**src/rtl/uart_tx_fifo.sv**
```systemverilog
// UART transmitter fed by a host-side FIFO; data width, parity and stop bits are parameters.
// Queued characters leave back-to-back, and each bit lasts MAIN_CLK/BAUD clock cycles.
module uart_tx_fifo #(
  parameter int MAIN_CLK   = 100000000,
  parameter int BAUD       = 115200,
  parameter int DATA_BITS  = 8,
  parameter int PARITY     = 0,
  parameter int STOP_BITS  = 1,
  parameter int FIFO_DEPTH = 4
) (
  input  logic                             clk,
  input  logic                             reset,
  input  logic                             tx_valid,
  output logic                             tx_ready,
  input  logic [DATA_BITS-1:0]             tx_data,
  output logic                             uart_tx,
  output logic                             tx_busy,
  output logic [$clog2(FIFO_DEPTH+1)-1:0]  fifo_level
);

  localparam int BAUD_DIVIDE = MAIN_CLK / BAUD;
  localparam int BW = $clog2(BAUD_DIVIDE);
  localparam int PW = $clog2(FIFO_DEPTH);
  localparam int LW = $clog2(FIFO_DEPTH + 1);
  localparam logic [BW-1:0] BAUD_LAST  = BW'(BAUD_DIVIDE - 1);
  localparam logic [LW-1:0] LEVEL_FULL = LW'(FIFO_DEPTH);
  localparam logic [3:0]    DATA_LAST  = 4'(DATA_BITS - 1);
  localparam logic [3:0]    STOP_LAST  = 4'(STOP_BITS - 1);

  localparam logic [2:0] ST_IDLE   = 3'd0;
  localparam logic [2:0] ST_START  = 3'd1;
  localparam logic [2:0] ST_DATA   = 3'd2;
  localparam logic [2:0] ST_PARITY = 3'd3;
  localparam logic [2:0] ST_STOP   = 3'd4;

  // Parity bit that makes data+parity odd (PARITY=1) or even (PARITY=2).
  function automatic logic calc_parity(input logic [DATA_BITS-1:0] d);
    return (^d) ^ (PARITY == 1);
  endfunction

  logic [DATA_BITS-1:0] mem_r [FIFO_DEPTH];
  logic [PW-1:0]        wr_ptr_r;
  logic [PW-1:0]        rd_ptr_r;
  logic [LW-1:0]        level_r;
  logic [LW-1:0]        level_next_s;
  logic [2:0]           state_r;
  logic [BW-1:0]        baud_cntr_r;
  logic [3:0]           bit_cnt_r;
  logic [DATA_BITS-1:0] shift_r;
  logic [DATA_BITS-1:0] head_s;
  logic                 parity_r;
  logic                 uart_tx_r;
  logic                 tx_ready_r;
  logic                 tx_busy_r;
  logic                 push_s;
  logic                 pop_s;
  logic                 bit_end_s;
  logic                 stop_done_s;
  logic                 fifo_empty_s;
  logic                 idle_next_s;

  assign head_s = mem_r[rd_ptr_r];

  // Handshake, bit-end detection, pop decision and next FIFO level.
  always_comb begin
    push_s       = tx_valid && tx_ready_r;
    fifo_empty_s = (level_r == {LW{1'b0}});
    bit_end_s    = (state_r != ST_IDLE) && (baud_cntr_r == {BW{1'b0}});
    stop_done_s  = bit_end_s && (state_r == ST_STOP) && (bit_cnt_r == STOP_LAST);
    if ((state_r == ST_IDLE) || stop_done_s) begin
      pop_s       = !fifo_empty_s;
      idle_next_s = fifo_empty_s;
    end else begin
      pop_s       = 1'b0;
      idle_next_s = 1'b0;
    end
    case ({push_s, pop_s})
      2'b10:   level_next_s = level_r + LW'(1);
      2'b01:   level_next_s = level_r - LW'(1);
      default: level_next_s = level_r;
    endcase
  end

  // FIFO storage is deliberately left unreset.
  always_ff @(posedge clk) begin
    if (push_s) begin
      mem_r[wr_ptr_r] <= tx_data;
    end
  end

  // Pointers, level and the registered host-side status outputs.
  always_ff @(posedge clk or posedge reset) begin
    if (reset) begin
      wr_ptr_r   <= {PW{1'b0}};
      rd_ptr_r   <= {PW{1'b0}};
      level_r    <= {LW{1'b0}};
      tx_ready_r <= 1'b1;
      tx_busy_r  <= 1'b0;
    end else begin
      if (push_s) begin
        wr_ptr_r <= wr_ptr_r + PW'(1);
      end
      if (pop_s) begin
        rd_ptr_r <= rd_ptr_r + PW'(1);
      end
      level_r    <= level_next_s;
      tx_ready_r <= (level_next_s != LEVEL_FULL);
      tx_busy_r  <= !(idle_next_s && (level_next_s == {LW{1'b0}}));
    end
  end

  // Frame sequencer: the baud counter only runs inside a frame.
  always_ff @(posedge clk or posedge reset) begin
    if (reset) begin
      state_r     <= ST_IDLE;
      uart_tx_r   <= 1'b1;
      baud_cntr_r <= {BW{1'b0}};
      bit_cnt_r   <= 4'd0;
      shift_r     <= {DATA_BITS{1'b0}};
      parity_r    <= 1'b0;
    end else if (state_r == ST_IDLE) begin
      if (pop_s) begin
        state_r     <= ST_START;
        uart_tx_r   <= 1'b0;
        baud_cntr_r <= BAUD_LAST;
        bit_cnt_r   <= 4'd0;
        shift_r     <= head_s;
        parity_r    <= calc_parity(head_s);
      end else begin
        uart_tx_r <= 1'b1;
      end
    end else if (!bit_end_s) begin
      baud_cntr_r <= baud_cntr_r - BW'(1);
    end else begin
      baud_cntr_r <= BAUD_LAST;
      case (state_r)
        ST_START: begin
          state_r   <= ST_DATA;
          uart_tx_r <= shift_r[0];
          bit_cnt_r <= 4'd0;
        end
        ST_DATA: begin
          if (bit_cnt_r == DATA_LAST) begin
            bit_cnt_r <= 4'd0;
            if (PARITY != 0) begin
              state_r   <= ST_PARITY;
              uart_tx_r <= parity_r;
            end else begin
              state_r   <= ST_STOP;
              uart_tx_r <= 1'b1;
            end
          end else begin
            shift_r   <= {1'b0, shift_r[DATA_BITS-1:1]};
            uart_tx_r <= shift_r[1];
            bit_cnt_r <= bit_cnt_r + 4'd1;
          end
        end
        ST_PARITY: begin
          state_r   <= ST_STOP;
          uart_tx_r <= 1'b1;
          bit_cnt_r <= 4'd0;
        end
        ST_STOP: begin
          if (bit_cnt_r != STOP_LAST) begin
            bit_cnt_r <= bit_cnt_r + 4'd1;
          end else if (pop_s) begin
            // Next character starts on this very edge: no idle gap.
            state_r   <= ST_START;
            uart_tx_r <= 1'b0;
            bit_cnt_r <= 4'd0;
            shift_r   <= head_s;
            parity_r  <= calc_parity(head_s);
          end else begin
            state_r   <= ST_IDLE;
            uart_tx_r <= 1'b1;
          end
        end
        default: begin
          state_r   <= ST_IDLE;
          uart_tx_r <= 1'b1;
        end
      endcase
    end
  end

  assign uart_tx    = uart_tx_r;
  assign tx_ready   = tx_ready_r;
  assign tx_busy    = tx_busy_r;
  assign fifo_level = level_r;

endmodule

```
**config.mk**
```make
export PLATFORM = sky130hd
export DESIGN_NAME = uart_tx_fifo
export DESIGN_NICKNAME = d
export VERILOG_FILES = /design/src/rtl/uart_tx_fifo.sv
export SDC_FILE = /design/constraint.sdc
export NUM_CORES = 1
export LEC_CHECK = 0
export ABC_AREA = 1
export CORE_UTILIZATION = 30
export CTS_CLUSTER_SIZE = 28
export DETAILED_ROUTE_END_ITERATION = 8
export DONT_BUFFER_PORTS = 1
export PLACE_DENSITY = 0.52
export SYNTH_ARGS = -nofsm -noshare
export SYNTH_HDL_FRONTEND = slang
export SYNTH_SLANG_ARGS = --single-unit
export TNS_END_PERCENT = 10
```
**constraint.sdc**
```tcl
create_clock -name clk -period 2.9 [get_ports clk]
set_clock_uncertainty 0.15 [all_clocks]
set_input_delay 0.435 -clock clk [delete_from_list [all_inputs] [get_ports clk]]
set_output_delay 0.435 -clock clk [all_outputs]
set_load 0.01 [all_outputs]
```
==> metrics <==
status finished, final reports clean; TritonCTS Buffers 9; Area growth, synth to finish 12.9%; most common cell after layout, fill and taps aside nor2_1; Lkg Pwr 1.54 nW; share of layout cells above drive strength 1 0.165; FF+latch count, synth 67; number of remaining DRC errors 0; dominant synthesized flop cell dfrtp_1; slowest cell on the critical path dfrtp_1; initial antenna violation count 0; Crit path largest cell delay 390 ps; Vias/cell 4.56; antenna cells 0; clk_lat worst skew 340 ps; Cells after Synth 317; worst hold path class input port to asynchronous set/reset pin; Max clock buf depth 2; # hold bufs at CTS 0; Starting Density 0.310; area leader, netlist edfxtp_1; H-tree depth 3; Final ANT Viol Nets 0; DP Wirelength 4.19 mm; I/O pin count 17; via count 2172; Max FO, Critical Path 4; Critical Path Start Type flip-flop; CP Cell Sequence inv_1 -> ha_1 -> nand2_1 -> nor2_2 -> nand3_2 -> nand2_8 -> nand3_4 -> inv_2 -> ha_1 -> inv_1 -> fa_1 -> a21oi_1 -> o21ai_1 -> xor2_1 -> nand2_1; Core Rows 37; DRT Wirelength 5.88 mm; worst-margin pin slew 913 ps; clock sinks 67; clock-pin slew on the worst setup and hold paths 80 ps; die footprint 11100 sq um; max cap viols 0; Top delay family on crit path adder cells; Mapped Area 3210 sq um; final setup vio count 0; RSZ-0062 raised after global routing false; fraction of registers with async set/reset 0.522; GRT Util Overall 0.117; Tot Pwr 2.16 mW; syn nets 337; WS Path Type flip-flop to flip-flop; most frequent cells in the layout nor2_1 (45), nand2_1 (41), inv_1 (35); setup TNS 0 ps; drt first pass iters 5; fin nets 355; first-pass GRT wire length 10.0 mm; data arrival time of the critical path 2750 ps; synthesis warning total 0; Avg Cell Area, Syn 10.1 sq um; leading post-synthesis cells by cell area edfxtp_1 (30%), dfrtp_1 (26%), nor2_1 (5.3%), nand2_1 (4.8%), inv_1 (4.2%); TritonCTS clock tree built; critical path endpoint category flip-flop; clock root cell clkbuf_8; grt ovf 0; count of cell types in the netlist 39; number of filler instances in the final layout 1099; Final min period 2630 ps; GP Congestion 0.744; Post-synth EDFFs 32; VDD IR max 293 uV; Fin. Hold Viols 0; die height 106 um; WL/cell 12.3 um; largest net degree at the start of global routing 24; initial DRC count 81; period utilization 0.906; core area 10400 sq um; Worst Path Buf+Inv 3; Die Wd 106 um; worst path required time 3020 ps; Post-Route Utilization 0.350; Slew Limit Fails 0; power per cell area 594 nW/um^2; Peak Freq 381 MHz; PortBufs 0; vias in the first global route 2087; Synth top area share 0.299; Slew headroom 0.390; register area share after synthesis 0.572
==> cells by family (layout without fill, tap and decap cells) <==
logic type      Yosys count  count (layout)  synth area share
simple gates            131             131             0.209
fa+ha+maj                 9               9            0.0374
flops                    67              67             0.572
buf+inv                  49              72            0.0615
compound gates           52              52            0.0950
xor+xnor                  9               9            0.0245
==> final timing paths <==
check                                 end  depth (start not counted)  slack [ps]            from
min                         fifo_level[0]                          1          20           reset
min in group clk              mem_r[0][7]                          0          40      tx_data[7]
max reg2reg                      tx_ready                         15         270  baud_cntr_r[0]
max in group asynchronous         uart_tx                          2        1840           reset
min reg2reg                baud_cntr_r[9]                          2         340  baud_cntr_r[9]
max                              tx_ready                         15         270  baud_cntr_r[0]
==> where the power goes <==
group	internal, mW	switching, mW	leakage, nW
Combinational	0.0880	0.184	0.754
Clock	0.315	0.379	0.0900
Sequential	1.13	0.0591	0.698
==> state kept, by name, summed over array words and instances, names as in the netlist, 2 cells and up <==
| signal | cells |
|---|---|
| baud_cntr_r | 10 |
| bit_cnt_r | 4 |
| fifo_level | 3 |
| mem_r | 32 |
| rd_ptr_r | 2 |
| shift_r | 8 |
| state_r | 3 |
| wr_ptr_r | 2 |
==> area by class of cell <==
type	count	area, sq um	share of cell area
clock buffers	9	124	0.0341
repair buffers	12	90.1	0.0248
well taps	136	170	0.0469
clock inverters	7	52.6	0.0145
flip-flops and latches	67	1840	0.507
multi-input cells	201	1180	0.326
inverters	44	170	0.0469
==> through the flow <==
step	worst slack [ps]	cells	hold slack (ps)	area [sq um]
2_1_floorplan	338	317	295	3210
4_1_cts	170	471	16.4	3590
6_report	272	476	24.9	3630
5_1_grt	5.94	476	11.0	3630
3_5_place_dp	171	455	324	3410
3_3_place_gp	256	455	315	3410
==> cells in the mapped netlist, types with 4 or more instances <==
library cell and instances:
a21oi_1 9, dfrtp_1 33, edfxtp_1 32, ha_1 8
inv_1 36, inv_2 6, nand2_1 41, nand3_1 21
nand4_1 4, nor2_1 45, nor3_1 4, o21ai_0 20
o21ai_1 4, o22ai_1 11, xor2_1 8
==> metal layers <==
metal  part of all wire  up-vias  GRT usage
met5                  0        -          0
met1               0.47     1027      0.149
li1                   -     1100          -
met3              0.036       13     0.0322
met4              0.017        0     0.0506
met2               0.48       32      0.188
==> repair_timing <==
action / in CTS / in global routing
endpoints found under the setup margin: 0 / 3
setup buffers: 0 / 5
resized for setup: 0 / 3
Power figures use the tool's default switching activity.
